==> src/rtl/squarer.sv <==
// ----------------------------------------------------------------------------
// squarer -- registered 3-bit unsigned squarer, Y = A*A
//
// A = {a2,a1,a0} (a0 = LSB), Y = {y5,y4,y3,y2,y1,y0} (y0 = LSB).
// The square is formed combinationally from a handful of gates and then
// carried through LATENCY register stages together with a valid flag.
//
// Parameters
//   LATENCY    register stages from operand to result, legal range 1..4.
//              Values outside the range are clamped to the nearest legal one.
//
// Ports
//   clk        in   rising-edge clock
//   rst        in   asynchronous active-high reset, clears every stage
//   in_valid   in   a2..a0 carry a valid operand this cycle
//   a0..a2     in   operand bits (a0 = LSB)
//   out_valid  out  y5..y0 hold a valid result
//   y0..y5     out  square bits (y0 = LSB)
//   y_par      out  (only with SQUARER_PARITY_EN) XOR of y5..y0, same timing
//
// Optional feature
//   Define SQUARER_PARITY_EN to add the y_par output.
// ----------------------------------------------------------------------------
module squarer #(
  parameter int LATENCY = 1
) (
  input  logic clk,
  input  logic rst,
  input  logic in_valid,
  input  logic a0,
  input  logic a1,
  input  logic a2,
  output logic out_valid,
  output logic y0,
  output logic y1,
  output logic y2,
  output logic y3,
  output logic y4,
  output logic y5
`ifdef SQUARER_PARITY_EN
  ,
  output logic y_par
`endif
);

  localparam int STAGES = (LATENCY < 1) ? 1 : ((LATENCY > 4) ? 4 : LATENCY);

  // --------------------------------------------------------------------------
  // Combinational square.
  //   A : Y
  //   0 : 000000   4 : 010000
  //   1 : 000001   5 : 011001
  //   2 : 000100   6 : 100100
  //   3 : 001001   7 : 110001
  // Bit 0 is always a0 and bit 1 is always 0 (odd squares are 1 mod 8,
  // even squares are 0 mod 4), which leaves four small product terms.
  // --------------------------------------------------------------------------
  logic [5:0] sq_comb;

  always_comb begin
    sq_comb    = '0;
    sq_comb[0] = a0;
    sq_comb[1] = 1'b0;
    sq_comb[2] = a1 & ~a0;
    sq_comb[3] = a0 & (a1 ^ a2);
    sq_comb[4] = a2 & (a0 | ~a1);
    sq_comb[5] = a2 & a1;
  end

`ifdef SQUARER_PARITY_EN
  // Parity is computed from the unregistered square so that it rides in the
  // same stages as the data and stays aligned with it.
  logic par_comb;
  assign par_comb = ^sq_comb;
`endif

  // --------------------------------------------------------------------------
  // Pipeline. Data loads every edge regardless of in_valid; only the valid
  // flag decides whether a stage holds something meaningful. Keeping the
  // valid chain free of any data term means an undefined operand can never
  // leak into out_valid.
  // --------------------------------------------------------------------------
  genvar gi;
  generate
    for (gi = 0; gi < STAGES; gi++) begin : g_stage
      logic [5:0] data_in;
      logic       valid_in;
      logic [5:0] data_reg;
      logic       valid_reg;

      if (gi == 0) begin : g_head
        assign data_in  = sq_comb;
        assign valid_in = in_valid;
      end else begin : g_body
        assign data_in  = g_stage[gi-1].data_reg;
        assign valid_in = g_stage[gi-1].valid_reg;
      end

      always_ff @(posedge clk or posedge rst) begin
        if (rst) begin
          data_reg  <= '0;
          valid_reg <= 1'b0;
        end else begin
          data_reg  <= data_in;
          valid_reg <= valid_in;
        end
      end

`ifdef SQUARER_PARITY_EN
      logic par_in;
      logic par_reg;

      if (gi == 0) begin : g_par_head
        assign par_in = par_comb;
      end else begin : g_par_body
        assign par_in = g_stage[gi-1].par_reg;
      end

      always_ff @(posedge clk or posedge rst) begin
        if (rst) begin
          par_reg <= 1'b0;
        end else begin
          par_reg <= par_in;
        end
      end
`endif
    end
  endgenerate

  // --------------------------------------------------------------------------
  // Outputs from the last stage.
  // --------------------------------------------------------------------------
  assign out_valid = g_stage[STAGES-1].valid_reg;
  assign y0        = g_stage[STAGES-1].data_reg[0];
  assign y1        = g_stage[STAGES-1].data_reg[1];
  assign y2        = g_stage[STAGES-1].data_reg[2];
  assign y3        = g_stage[STAGES-1].data_reg[3];
  assign y4        = g_stage[STAGES-1].data_reg[4];
  assign y5        = g_stage[STAGES-1].data_reg[5];

`ifdef SQUARER_PARITY_EN
  assign y_par = g_stage[STAGES-1].par_reg;
`endif

endmodule

==> config.mk <==
export PLATFORM = sky130hd
export DESIGN_NAME = squarer
export DESIGN_NICKNAME = d
export VERILOG_FILES = /design/src/rtl/squarer.sv
export SDC_FILE = /design/constraint.sdc
export NUM_CORES = 1
export LEC_CHECK = 0
export ABC_AREA = 1
export ABC_CLOCK_PERIOD_IN_PS = 800
export CAP_MARGIN = 20
export CORE_AREA = 8 8 45 47
export DETAILED_ROUTE_END_ITERATION = 16
export DIE_AREA = 0 0 53 55
export GPL_TIMING_DRIVEN = 0
export PLACE_DENSITY = 0.44
export SYNTH_ARGS = -nofsm -noshare
export SYNTH_HDL_FRONTEND = slang
export SYNTH_SLANG_ARGS = --single-unit
==> constraint.sdc <==
create_clock -name clk -period 0.8 [get_ports clk]
set_clock_uncertainty 0.2 [all_clocks]
set_input_delay 0.08 -clock clk [delete_from_list [all_inputs] [get_ports clk]]
set_output_delay 0.08 -clock clk [all_outputs]
set_load 0.1 [all_outputs]
== Yosys cells after proc, flatten, opt, wreduce, memory -nomap -nowiden ==
Index checks and enable logic that the tools add are counted.

* Bitwise operators: 8

{| class="wikitable"
|+ Operator list
! operator !! count
|-
| $and 1x1->1 || 4
|-
| $not 1->1 || 2
|-
| $or 1x1->1 || 1
|-
| $xor 1x1->1 || 1
|}

* Register bits after elaboration: 6
* Bits of input ports: 6
* Output and inout bits: 7
* Logic and storage cells: 10

== Longest topological paths before layout ==
* Depth in word-level cells: 3
* Gate-level depth with buffers: 3
* Mapped depth without buffers: 3

== Least setup slack after synthesis ==
No wires, ideal clock.

* Kind: flip-flop to output port
* Start: register g_stage[0].valid_reg, in the netlist out_valid
* End: output port out_valid
* Data arrival time: 0.883 ns
* Data required time: 0.520 ns
* Path slack: -0.363 ns
* Stages on the path, launching flop included: 1
* Path buffers: 0
* Path through: dfrtp_1

{| class="wikitable"
|+ RTL lines
! what !! line !! RTL
|-
| start, declared || 89 || <nowiki>logic valid_reg;</nowiki>
|-
| start signal, assigned || 105 || <nowiki>valid_reg <= valid_in;</nowiki>
|-
| end, declared || 33 || <nowiki>output logic out_valid,</nowiki>
|}

No word-level cell between the ends.

== Worst setup path in the final report ==
* Start: register g_stage[0].valid_reg, in the netlist out_valid
* End: output port out_valid

No word-level cell between the ends.

==> impl_metrics.env <==
export IMPL_powerDensity_nw_per_um2=1990
export IMPL_switching_share=0.322
export IMPL_fin_tns_setup_ns=-2.13
export IMPL_crit_chain="buf_12"
export IMPL_path_clk_slew_ns=0.04
export IMPL_firstDrtPassIters=2
export IMPL_finalCritPeriodShare=1.45
export IMPL_rows=14
export IMPL_grtUsageMet2=0.0449
export IMPL_gp_congestion=0.644
export IMPL_clkSinkCount=6
export IMPL_drv_slew=0
export IMPL_timing_hold_ws_ns=-0.124
export IMPL_intPower_uw=596
export IMPL_avgSynthCellArea_um2=12.3
export IMPL_final_area_um2=442
export IMPL_synth_distinct_cells=8
export IMPL_grt_max_degree=7
export IMPL_grt_pass1_wl_um=607
export IMPL_hold_violations=9
export IMPL_met3_usage=0.0294
export IMPL_drt_iter0_markers=4
export IMPL_wl_per_cell_um=9.51
export IMPL_synth_common_cells="6 x dfrtp_1, 5 x inv_1"
export IMPL_crit_buf_inv=1
export IMPL_period_minus_slack_ns=1.16
export IMPL_p_switching_uw=283
export IMPL_ys_warn_count=0
export IMPL_met1_usage=0.0262
export IMPL_dpl_instance_area_um2=362
export IMPL_port_buffers=11
export IMPL_antenna_found_initial=0
export IMPL_num_vias=144
export IMPL_grt_use_total=0.0329
export IMPL_cp_slowest_cell="dfrtp_4"
export IMPL_diodes=0
export IMPL_critPathMaxFanout=1
export IMPL_synth_edf_count=0
export IMPL_yosysSeqAreaShare=0.719
export IMPL_initial_utilization=0.151
export IMPL_ys_seq_elements=6
export IMPL_synthToLayoutAreaGrowth_pct=111
export IMPL_clockBufferDepth=2
export IMPL_crit_family="flip-flops"
export IMPL_grt_overflow=0
export IMPL_largest_reg_flops=5
export IMPL_die_width_um=53
export IMPL_netlist_area_um2=209
export IMPL_finalPower_uw=879
export IMPL_synthFlopType="dfrtp_1"
export IMPL_gr_max_usage_layer="met2"
export IMPL_path_depth=1
export IMPL_htree_levels=1
export IMPL_pin_count=13
export IMPL_routed_wl_um=447
export IMPL_clock_fmax_mhz=864
export IMPL_synth_most_common_cell="dfrtp_1"
export IMPL_pwr_share_comb=0.313
export IMPL_clkPwrFrac=0.292
export IMPL_cts_root_buf="clkbuf_4"
export IMPL_layout_drive_gt1_share=0.548
export IMPL_cp_required_ns=0.52
export IMPL_max_cap_viol_count=0
export IMPL_worstPathArrival_ns=0.88
export IMPL_die_y_um=55
export IMPL_avgViaCountPerCell=3.06
export IMPL_finalSetupViolCount=6
export IMPL_p_leak_uw=0.000209
export IMPL_synth_area_leaders="dfrtp_1 72%, inv_1 9.0%, ha_1 6.0%"
export IMPL_failed_checks="negative hold slack, negative setup slack"
export IMPL_pre_cts_ws_ns=-0.979
export IMPL_ir_drop_mv=0.493
export IMPL_synth_top_area_cell="dfrtp_1"
export IMPL_rsz0062_at_grt="true"
export IMPL_postSynthCellCount=17
export IMPL_yosysTopAreaCellShare=0.719
export IMPL_die_area_um2=2920
export IMPL_cts_tree="built"
export IMPL_drcViolationCount=0
export IMPL_run_status="complete, but fails checks"
export IMPL_grt_pass1_vias=143
export IMPL_nNetsFinal=40
export IMPL_crit_path_max_incr_delay_ns=0.47
export IMPL_hp_class="primary input to async pin"
export IMPL_core_area_um2=1380
export IMPL_seq_power_share=0.395
export IMPL_cts_inserted_buffers=3
export IMPL_synth_nets=24
export IMPL_path_class="flop to output pin"
export IMPL_worst_slack_ns=-0.357
export IMPL_end_kind="output pin"
export IMPL_async_reset_ff_frac=1.00
export IMPL_startpoint_type="flop"
export IMPL_ant_nets=0
## final timing paths
check	startpoint	to	slack [ns]
max in group asynchronous	rst	g_stage[0].data_reg[5]$_DFF_PP0_	0.32
setup / recovery	out_valid$_DFF_PP0_	out_valid	-0.36
hold / removal	rst	g_stage[0].data_reg[2]$_DFF_PP0_	-0.12
min in group clk	a0	g_stage[0].data_reg[0]$_DFF_PP0_	-0.04
## cells by family (layout without fill, tap and decap cells)
kind of cell             count (synthesis)  in the layout  share of synthesized area
AND/OR/NAND/NOR                          2              2                     0.0359
flip-flops                               6              6                      0.719
adder cells (fa/ha/maj)                  1              1                     0.0599
other                                    1              1                     0.0179
buffers and inverters                    6             20                      0.126
AO/OA/AOI/OAI                            1              1                     0.0419
## layout by cell type (no fill, tap or decap)
cell	n
conb_1	1
dlygate4sd2_1	2
dfrtp_4	6
ha_1	1
clkbuf_4	3
buf_4	1
clkdlybuf4s15_1	1
clkdlybuf4s50_1	2
a21oi_2	1
nand2_1	1
nor2_1	1
inv_1	5
buf_12	6
## power by group through the flow
| stage | Sequential, uW | Clock [uW] | Combinational (uW) |
|---|---|---|---|
| after detailed placement | 343 | 0 | 242 |
| after floorplan | 475 | 0 | 41.4 |
| after CTS | 348 | 274 | 275 |
| after global routing | 348 | 301 | 283 |
| final | 348 | 257 | 275 |
| after global placement | 342 | 0 | 242 |
## layout make-up
type | count | area (um^2)
sequential | 6 | 173
buffer | 1 | 7.51
tap | 16 | 20.0
inverter | 5 | 18.8
timing repair buffer | 11 | 168
fill | 139 | 942
multi-input combinational | 5 | 32.5
clock buffer | 3 | 22.5
## repair_timing
item	CTS	global route
buffers inserted	0	0
gates resized for setup	57	1
pin swaps	1	1
setup endpoints to repair	9	7
hold endpoints to repair	8	9
gates cloned	0	0
## stage by stage
stage                     instances  utilization
final                            47        0.319
after detailed placement         44        0.261
after CTS                        47        0.318
after global placement           44        0.261
after global routing             47        0.319
after floorplan                  17            -
## metal layers
layer  wire, um  part of all wire
met2        185              0.41
met5          0                 0
met4          0                 0
met1        172              0.38
met3         90              0.20
Power figures use the tool's default switching activity.
==> RTL edit: new RTL, same settings <==
Set the parameter `LATENCY` to 2 (it was 1). Comments in the files are not updated.
--- a/src/rtl/squarer.sv
+++ b/src/rtl/squarer.sv
@@ -24,3 +24,3 @@
 module squarer #(
-  parameter int LATENCY = 1
+  parameter int LATENCY = 2
 ) (
Check against the original RTL: not equivalent (a bounded check fails within 4 cycles, from zero or initial values and one cycle with rst high).
==> RTL edit against the original RTL <==
The flow still finishes with violations (negative hold slack, negative setup slack). Combinational power grew 2%. Area after synthesis grew 72%. Global-route usage grew 1.4 points. Synthesized cell count grew 35%. Hold slack lost 0.054 ns. Setup slack lost 0.030 ns. Total power grew 46%. Final area grew 35%. Sequential power grew 93%. Wire length grew 9.8%. Maximum frequency shrank 2.5%. Sequential cell count grew 6. Critical path depth is the same. Critical endpoint is now y3.
==> RTL edit: results <==
set metrics [dict create \
    nets 46 \
    status "complete, but fails checks" \
    place_area_um2 512 \
    setup_violations 6 \
    synth-adder-area-share_pct 3.48 \
    buffer_area_share_pct 30.0 \
    leakagePower_nw 0.291 \
    hold_slack_ns -0.178 \
    grt_pass1_wl_um 855 \
    peakVddDrop_v 0.000819 \
    seq_area_frac_synth_pct 83.6 \
    grt_pass1_vias 224 \
    place_congestion 0.637 \
    drtPass1Iterations 1 \
    violations "negative hold slack, negative setup slack" \
    drt_iter0_drc 0 \
    yosys-top-cells-area "dfrtp_1, inv_1, ha_1" \
    drive_above_1_share_pct 45.9 \
    synthTopCellsByCount "dfrtp_1, inv_1" \
    endpoint "y3" \
    cpPeakStageDelay_ns 0.48 \
    hold_path_class "primary input to flip-flop" \
    syn_nets 30 \
    hold_viol 16 \
    final.fill_count 127 \
    clk_share_pct 3.78 \
    setup.worst_path.start "g_stage[1].data_reg[3]" \
    num_vias 198 \
    crit_arrival_ns 0.91 \
    synth_compound_area_share_pct 2.44 \
    largest_reg_flops 10 \
    layout_setup_ws_ns -0.387 \
    seq_area_um2 323 \
    clkTransAtPathRegs_ns 0.06 \
    detail_route.wl_per_cell_um 9.26 \
    postLayoutCellArea_um2 596 \
    grt_max_degree 13 \
    track_usage_pct 4.65 \
    n_sequential_cell 12 \
]
## RTL edit: cell count changes after synthesis
cell and change:
dfrtp_1 +6
## RTL edit: timing repair
item	4_1_cts	5_1_grt
setup endpoints to repair	8	8
pin swaps	0	1
gates resized for setup	56	2
endpoints found under the hold margin	13	16
setup buffers	0	0
## RTL edit: stage by stage
stage	setup WS, ns	power (mW)	TNS [ns]	std cells	hold WS (ns)
finish	-0.387	1.28	-2.31	53	-0.178
detailed placement	-0.985	0.921	-8.95	50	0.139
global route	-0.416	1.34	-2.46	53	-0.170
CTS	-0.404	1.31	-2.40	53	-0.0634
floorplan	-0.0722	0.850	-0.433	23	-0.255
global placement	-0.978	0.917	-8.45	50	0.133
## RTL edit: worst min path at each step
stage | cells past startpoint | slack (ns) | to | start
final | 1 | -0.18 | g_stage[0].data_reg[0] | a0
after global routing | 1 | -0.17 | g_stage[0].data_reg[0] | a0
after CTS | 2 | -0.06 | g_stage[1].data_reg[2] | rst
after detailed placement | 0 | 0.14 | g_stage[1].data_reg[0] | g_stage[0].data_reg[0]
after global placement | 0 | 0.13 | out_valid | g_stage[0].valid_reg
after floorplan | 1 | -0.26 | g_stage[0].data_reg[0] | rst
## RTL edit: power groups by stage
stage / Clock, mW / Sequential (mW) / Combinational, mW
final: 0.331 / 0.670 / 0.280
after global routing: 0.372 / 0.674 / 0.291
after CTS: 0.353 / 0.671 / 0.283
after detailed placement: 0 / 0.673 / 0.248
after global placement: 0 / 0.671 / 0.246
after floorplan: 0 / 0.804 / 0.0459
## RTL edit: per-layer routing
layer | vias up | track usage [%] | routed length (um)
met2 | 12 | 5.86 | 225
met3 | 2 | 1.34 | 76
met4 | 0 | 10.3 | 27
met1 | 92 | 3.93 | 163
met5 | - | 0 | 0
li1 | 92 | - | -
